`src/rtl/alu_mc.sv`:
```
`timescale 1ns/1ps
// alu_mc: multi-cycle ALU with registered result strobe.
// Single-cycle opcodes complete on the accept edge; opcode 0011 runs an
// iterative restoring divider when ALU_MC_DIV_EN is defined, otherwise it
// reports an error like opcode 1111.
module alu_mc #(
   parameter int DATA_W = 8,
   parameter int OUT_W  = 2*DATA_W
) (
   input  logic              CLK,
   input  logic              RST,
   input  logic [DATA_W-1:0] A,
   input  logic [DATA_W-1:0] B,
   input  logic [3:0]        ALU_FUN,
   input  logic              IN_VALID,
   output logic              IN_READY,
   output logic [OUT_W-1:0]  ALU_OUT,
   output logic              OUT_VALID,
   output logic              ERR
);

   localparam logic [3:0] OP_ADD  = 4'b0000;
   localparam logic [3:0] OP_SUB  = 4'b0001;
   localparam logic [3:0] OP_MUL  = 4'b0010;
   localparam logic [3:0] OP_DIV  = 4'b0011;
   localparam logic [3:0] OP_AND  = 4'b0100;
   localparam logic [3:0] OP_OR   = 4'b0101;
   localparam logic [3:0] OP_NAND = 4'b0110;
   localparam logic [3:0] OP_NOR  = 4'b0111;
   localparam logic [3:0] OP_XOR  = 4'b1000;
   localparam logic [3:0] OP_XNOR = 4'b1001;
   localparam logic [3:0] OP_EQ   = 4'b1010;
   localparam logic [3:0] OP_GT   = 4'b1011;
   localparam logic [3:0] OP_LT   = 4'b1100;
   localparam logic [3:0] OP_SHR  = 4'b1101;
   localparam logic [3:0] OP_SHL  = 4'b1110;

   logic [OUT_W-1:0]  a_ext;
   logic [OUT_W-1:0]  b_ext;
   logic [OUT_W-1:0]  res;
   logic [DATA_W-1:0] lres;
   logic              res_err;
   logic              accept;
   logic              start_div;
   logic              div_done;
   logic [OUT_W-1:0]  div_res;

   assign a_ext  = OUT_W'(A);
   assign b_ext  = OUT_W'(B);
   assign accept = IN_VALID & IN_READY;

   // Single-cycle result for the opcode currently on the inputs
   always_comb begin
      res     = '0;
      lres    = '0;
      res_err = 1'b0;
      case (ALU_FUN)
         OP_ADD:  res = a_ext + b_ext;
         OP_SUB:  res = a_ext - b_ext;
         OP_MUL:  res = a_ext * b_ext;
         OP_DIV: begin
`ifdef ALU_MC_DIV_EN
            // Only strobed when B==0; nonzero divisors go to the divider
            res = OUT_W'({A, {DATA_W{1'b1}}});
`endif
            res_err = 1'b1;
         end
         OP_AND:  begin lres = A & B;    res = OUT_W'(lres); end
         OP_OR:   begin lres = A | B;    res = OUT_W'(lres); end
         OP_NAND: begin lres = ~(A & B); res = OUT_W'(lres); end
         OP_NOR:  begin lres = ~(A | B); res = OUT_W'(lres); end
         OP_XOR:  begin lres = A ^ B;    res = OUT_W'(lres); end
         OP_XNOR: begin lres = ~(A ^ B); res = OUT_W'(lres); end
         OP_EQ:   res = (A == B) ? OUT_W'(1) : '0;
         OP_GT:   res = (A > B)  ? OUT_W'(2) : '0;
         OP_LT:   res = (A < B)  ? OUT_W'(3) : '0;
         OP_SHR:  begin lres = A >> 1; res = OUT_W'(lres); end
         OP_SHL:  res = OUT_W'({A, 1'b0});
         default: begin
            res     = '0;
            res_err = 1'b1;
         end
      endcase
   end

`ifdef ALU_MC_DIV_EN
   typedef enum logic [1:0] {IDLE, DIV, DONE} state_t;

   localparam int CNT_W = (DATA_W > 1) ? $clog2(DATA_W) : 1;

   state_t            state;
   state_t            state_nxt;
   logic [CNT_W-1:0]  cnt;
   logic [DATA_W-1:0] rem;
   logic [DATA_W-1:0] quo;
   logic [DATA_W-1:0] dvs;
   logic [DATA_W-1:0] rem_nxt;
   logic [DATA_W-1:0] quo_nxt;
   logic [DATA_W:0]   shifted;
   logic [DATA_W:0]   trial;

   assign IN_READY  = (state == IDLE);
   assign start_div = accept && (ALU_FUN == OP_DIV) && (B != '0);
   assign div_done  = (state == DONE);
   assign div_res   = OUT_W'({rem, quo});

   // State register
   always_ff @(posedge CLK or negedge RST) begin
      if (!RST) state <= IDLE;
      else      state <= state_nxt;
   end

   // Next-state logic
   always_comb begin
      state_nxt = state;
      case (state)
         IDLE:    if (start_div) state_nxt = DIV;
         DIV:     if (cnt == CNT_W'(DATA_W-1)) state_nxt = DONE;
         DONE:    state_nxt = IDLE;
         default: state_nxt = IDLE;
      endcase
   end

   // One restoring-division step: quotient shifts left, next dividend bit enters remainder
   always_comb begin
      shifted = {rem, quo[DATA_W-1]};
      trial   = shifted - {1'b0, dvs};
      if (trial[DATA_W]) begin
         rem_nxt = shifted[DATA_W-1:0];
         quo_nxt = {quo[DATA_W-2:0], 1'b0};
      end else begin
         rem_nxt = trial[DATA_W-1:0];
         quo_nxt = {quo[DATA_W-2:0], 1'b1};
      end
   end

   // Divider registers: load on accept, iterate while in DIV
   always_ff @(posedge CLK or negedge RST) begin
      if (!RST) begin
         rem <= '0;
         quo <= '0;
         dvs <= '0;
         cnt <= '0;
      end else if (start_div) begin
         rem <= '0;
         quo <= A;
         dvs <= B;
         cnt <= '0;
      end else if (state == DIV) begin
         rem <= rem_nxt;
         quo <= quo_nxt;
         cnt <= cnt + CNT_W'(1);
      end
   end
`else
   assign IN_READY  = 1'b1;
   assign start_div = 1'b0;
   assign div_done  = 1'b0;
   assign div_res   = '0;
`endif

   // Result register: strobe for one cycle, hold ALU_OUT between strobes
   always_ff @(posedge CLK or negedge RST) begin
      if (!RST) begin
         ALU_OUT   <= '0;
         OUT_VALID <= 1'b0;
         ERR       <= 1'b0;
      end else begin
         OUT_VALID <= 1'b0;
         ERR       <= 1'b0;
         if (div_done) begin
            ALU_OUT   <= div_res;
            OUT_VALID <= 1'b1;
         end else if (accept && !start_div) begin
            ALU_OUT   <= res;
            ERR       <= res_err;
            OUT_VALID <= 1'b1;
         end
      end
   end

endmodule

```
`config.mk`:
```
export PLATFORM = sky130hd
export DESIGN_NAME = alu_mc
export DESIGN_NICKNAME = d
export VERILOG_FILES = /design/src/rtl/alu_mc.sv
export SDC_FILE = /design/constraint.sdc
export NUM_CORES = 1
export LEC_CHECK = 0
export CORE_MARGIN = 2
export CORE_UTILIZATION = 33
export CTS_CLUSTER_SIZE = 10
export DETAILED_ROUTE_END_ITERATION = 8
export PLACE_DENSITY = 0.59
export SYNTH_ARGS = -nofsm -noshare
export SYNTH_HDL_FRONTEND = slang
export SYNTH_SLANG_ARGS = --single-unit
```
`constraint.sdc`:
```
create_clock -name CLK -period 1.7 [get_ports CLK]
set_input_delay 0.34 -clock CLK [delete_from_list [all_inputs] [get_ports CLK]]
set_output_delay 0.34 -clock CLK [all_outputs]
set_load 0.02 [all_outputs]
```
==> flow_metrics.tcl, run 1 <==
set metrics [dict create \
    reg2reg_from "ALU_OUT[5]" \
    track_usage 0.234 \
    cts_max_path_buffers 2 \
    io_pins 42 \
    globalplace.congestion 0.925 \
    r2r_end "ALU_OUT[5]" \
    p_leak_nw 3.27 \
    drc 0 \
    worstSetupEndpointType "flip-flop" \
    fillers 1218 \
    r2r_slack_ns 0.31 \
    antenna_cells 0 \
    min_path_type "in2async" \
    cts_sinks 18 \
    grt_first_pass_wirelength_um 26400 \
    routed_wl_um 16100 \
    totalPowerFinal_mw 5.45 \
    ys_ff_latch 18 \
    die_h_um 119 \
    outcome "complete, but fails checks" \
    worstPathRequired_ns 1.90 \
    vias_per_cell 5.21 \
    crit_arrival_ns 4.21 \
    slowest_delay_ns 0.52 \
    worst_slack_ns -2.32 \
    drive_gt1_frac 0.428 \
    setup_viol 16 \
    drv_slew 0 \
    synth_top_flop_cell "dfrtp_1" \
    synth_edf_count 0 \
    synth_area_um2 4370 \
    hold_buffers 0 \
    layout_common_cells "buf_4 (160), inv_1 (51), nor2_1 (43)" \
    cts_tree "built" \
    synth.avg_cell_area_um2 7.85 \
    antenna_found_initial 0 \
    synthCells 556 \
    crit_path_top_delay_cell "or4_1" \
    first_iter_violations 286 \
    period_needed_ns 4.02 \
    maxSlewHeadroom 0.641 \
    critical_path.max_fanout 4 \
    dieWidth_um 119 \
    die_area_um2 14200 \
    p_per_area_nw_per_um2 769 \
    start_util 0.334 \
    cts-root-buf "clkbuf_16" \
    maxCapViolCount 0 \
    nNetsFinal 875 \
    fin_skew_ns 0 \
    crit_chain "buf_8 > clkinvlp_4 > buf_6 > nor2_4 > fa_1 > fa_1 > fa_1 > inv_1 > fa_1 > inv_2 > ha_4 > o21a_1 > o21a_1 > buf_6 > a21oi_4 > or4_1 > nand4_1" \
    worstMarginPinSlew_ns 0.533 \
    synth-async-reset-ratio 1.00 \
    yosysSeqAreaShare 0.103 \
    ff2ff_path_depth 4 \
    insertion_delay_ns 0.26 \
    rows 42 \
    synth_cell_types 66 \
    ant_nets 0 \
    tns_ns -28.63 \
    htree_num_levels 1 \
    grt_max_degree 22 \
    route.detailed.wl_per_inst_um 17.4 \
    violations "setup timing" \
    whs_ns 0.417 \
    irDropWorstVdd_uv 912 \
    syn_nets 677 \
    cp_common_cell "fa_1" \
    ys_warn_count 0 \
    worst-setup-path-type "in2reg" \
    grt_pass1_vias 5145 \
    layout.cells.most_common "buf_4" \
    port_buffers 40 \
    fin_crit_sh 2.36 \
    cts_buffers 3 \
    grt_overflow 0 \
    clkTransAtPathRegs_ns 0.06 \
    first_pass_iters 4 \
    finalHoldViolations 0 \
    coreArea_um2 13100 \
    synthToLayoutAreaGrowth_pct 62.3 \
    rsz0062_at_grt "yes" \
    max_freq_mhz 249 \
    num_vias 4840 \
    dp_hpwl_um 13100 \
    critPathLaunchType "primary input" \
]
[state kept, by name, indices dropped and copies added (netlist names)]
signal     cells
OUT_VALID      1
ERR            1
ALU_OUT       16
[synthesized netlist by cell type, types with 6 or more instances]
cell / instances / area share
inv_1: 73 / 0.063
nor2_1: 71 / 0.061
ha_1: 60 / 0.17
fa_1: 38 / 0.17
nand2_1: 36 / 0.031
a21oi_1: 29 / 0.033
o21ai_0: 24 / 0.028
dfrtp_1: 18 / 0.10
nand3_1: 17 / 0.019
buf_2: 12 / 0.014
nor2b_1: 11 / 0.016
a211oi_1: 9 / 0.015
a31oi_1: 9 / 0.013
nand2b_1: 9 / 0.013
xnor2_1: 9 / 0.018
nor3_1: 8 / 0.0092
a21o_1: 7 / 0.012
xor2_1: 7 / 0.014
clkbuf_1: 6 / 0.0052
o22ai_1: 6 / 0.0086
[worst max-delay path: cells and delay by family]
family / cells / cell delay, ns
fa+ha+maj: 5 / 2.20
simple gates: 3 / 0.73
compound gates: 3 / 0.35
buf+inv: 6 / 0.60
[layer usage]
| layer | wire [µm] | vias up | part of all wire | track usage |
|---|---|---|---|---|
| met5 | 0 | - | 0 | 0 |
| met4 | 376 | 0 | 0.023 | 0.0499 |
| met3 | 647 | 22 | 0.040 | 0.0268 |
| met2 | 8040 | 129 | 0.50 | 0.420 |
| met1 | 7070 | 2382 | 0.44 | 0.303 |
| li1 | - | 2307 | - | - |
[power breakdown]
group	switching (mW)	internal [mW]
combinational	2.20	2.18
clock	0.194	0.360
sequential	0.0334	0.483
[stage by stage]
step / cells / utilization / area, µm² / setup slack (ns)
floorplan: 556 / - / 4650 / -2.25
finish: 929 / 0.542 / 7090 / -2.32
global route: 929 / 0.542 / 7090 / -2.44
detailed placement: 895 / 0.479 / 6270 / -3.15
global placement: 895 / 0.479 / 6270 / -3.07
CTS: 925 / 0.530 / 6930 / -2.37
[kinds of logic (layout without fill, tap and decap cells)]
| kind of cell | Yosys count | after routing | synth area share |
|---|---|---|---|
| compound gates | 131 | 131 | 0.202 |
| xor+xnor | 16 | 16 | 0.0321 |
| fa+ha+maj | 98 | 98 | 0.346 |
| buf+inv | 102 | 299 | 0.0963 |
| flops | 18 | 18 | 0.103 |
| mux | 6 | 6 | 0.0140 |
| other cells | 1 | 1 | 0.000859 |
| simple gates | 184 | 184 | 0.205 |
[what timing repair did]
item,CTS,global route
endpoints found under the setup margin,16,17
pin swaps,58,37
buffers inserted,26,5
resized for setup,163,33
[layout make-up]
class | count | area, µm² | area share
Multi-Input combinational cell | 436 | 4140 | 0.585
Clock buffer | 4 | 88.8 | 0.0125
Sequential cell | 18 | 450 | 0.0635
Tap cell | 176 | 220 | 0.0311
Timing Repair Buffer | 216 | 1820 | 0.256
Inverter | 79 | 367 | 0.0517
[worst max path at each step]
stage               from     endpoint  slack [ns]  cells past startpoint
floorplan           B[2]  ALU_OUT[12]       -2.25                     15
global placement    A[3]  ALU_OUT[12]       -3.07                     16
detailed placement  A[3]  ALU_OUT[12]       -3.15                     16
CTS                 A[3]  ALU_OUT[12]       -2.37                     16
global route        B[5]  ALU_OUT[12]       -2.44                     17
finish              B[6]  ALU_OUT[14]       -2.32                     17
Note: power is estimated with default switching activity, not from simulation.
==> run 2, diff against run 1 <==
--- a/config.mk
+++ b/config.mk
@@ -10,6 +10,7 @@
 export CTS_CLUSTER_SIZE = 10
 export DETAILED_ROUTE_END_ITERATION = 8
 export PLACE_DENSITY = 0.59
+export SLEW_MARGIN = 15
 export SYNTH_ARGS = -nofsm -noshare
 export SYNTH_HDL_FRONTEND = slang
 export SYNTH_SLANG_ARGS = --single-unit
==> results of run 2 <==
Same layout as run 1: the final DEF is identical, and so are final timing and power.
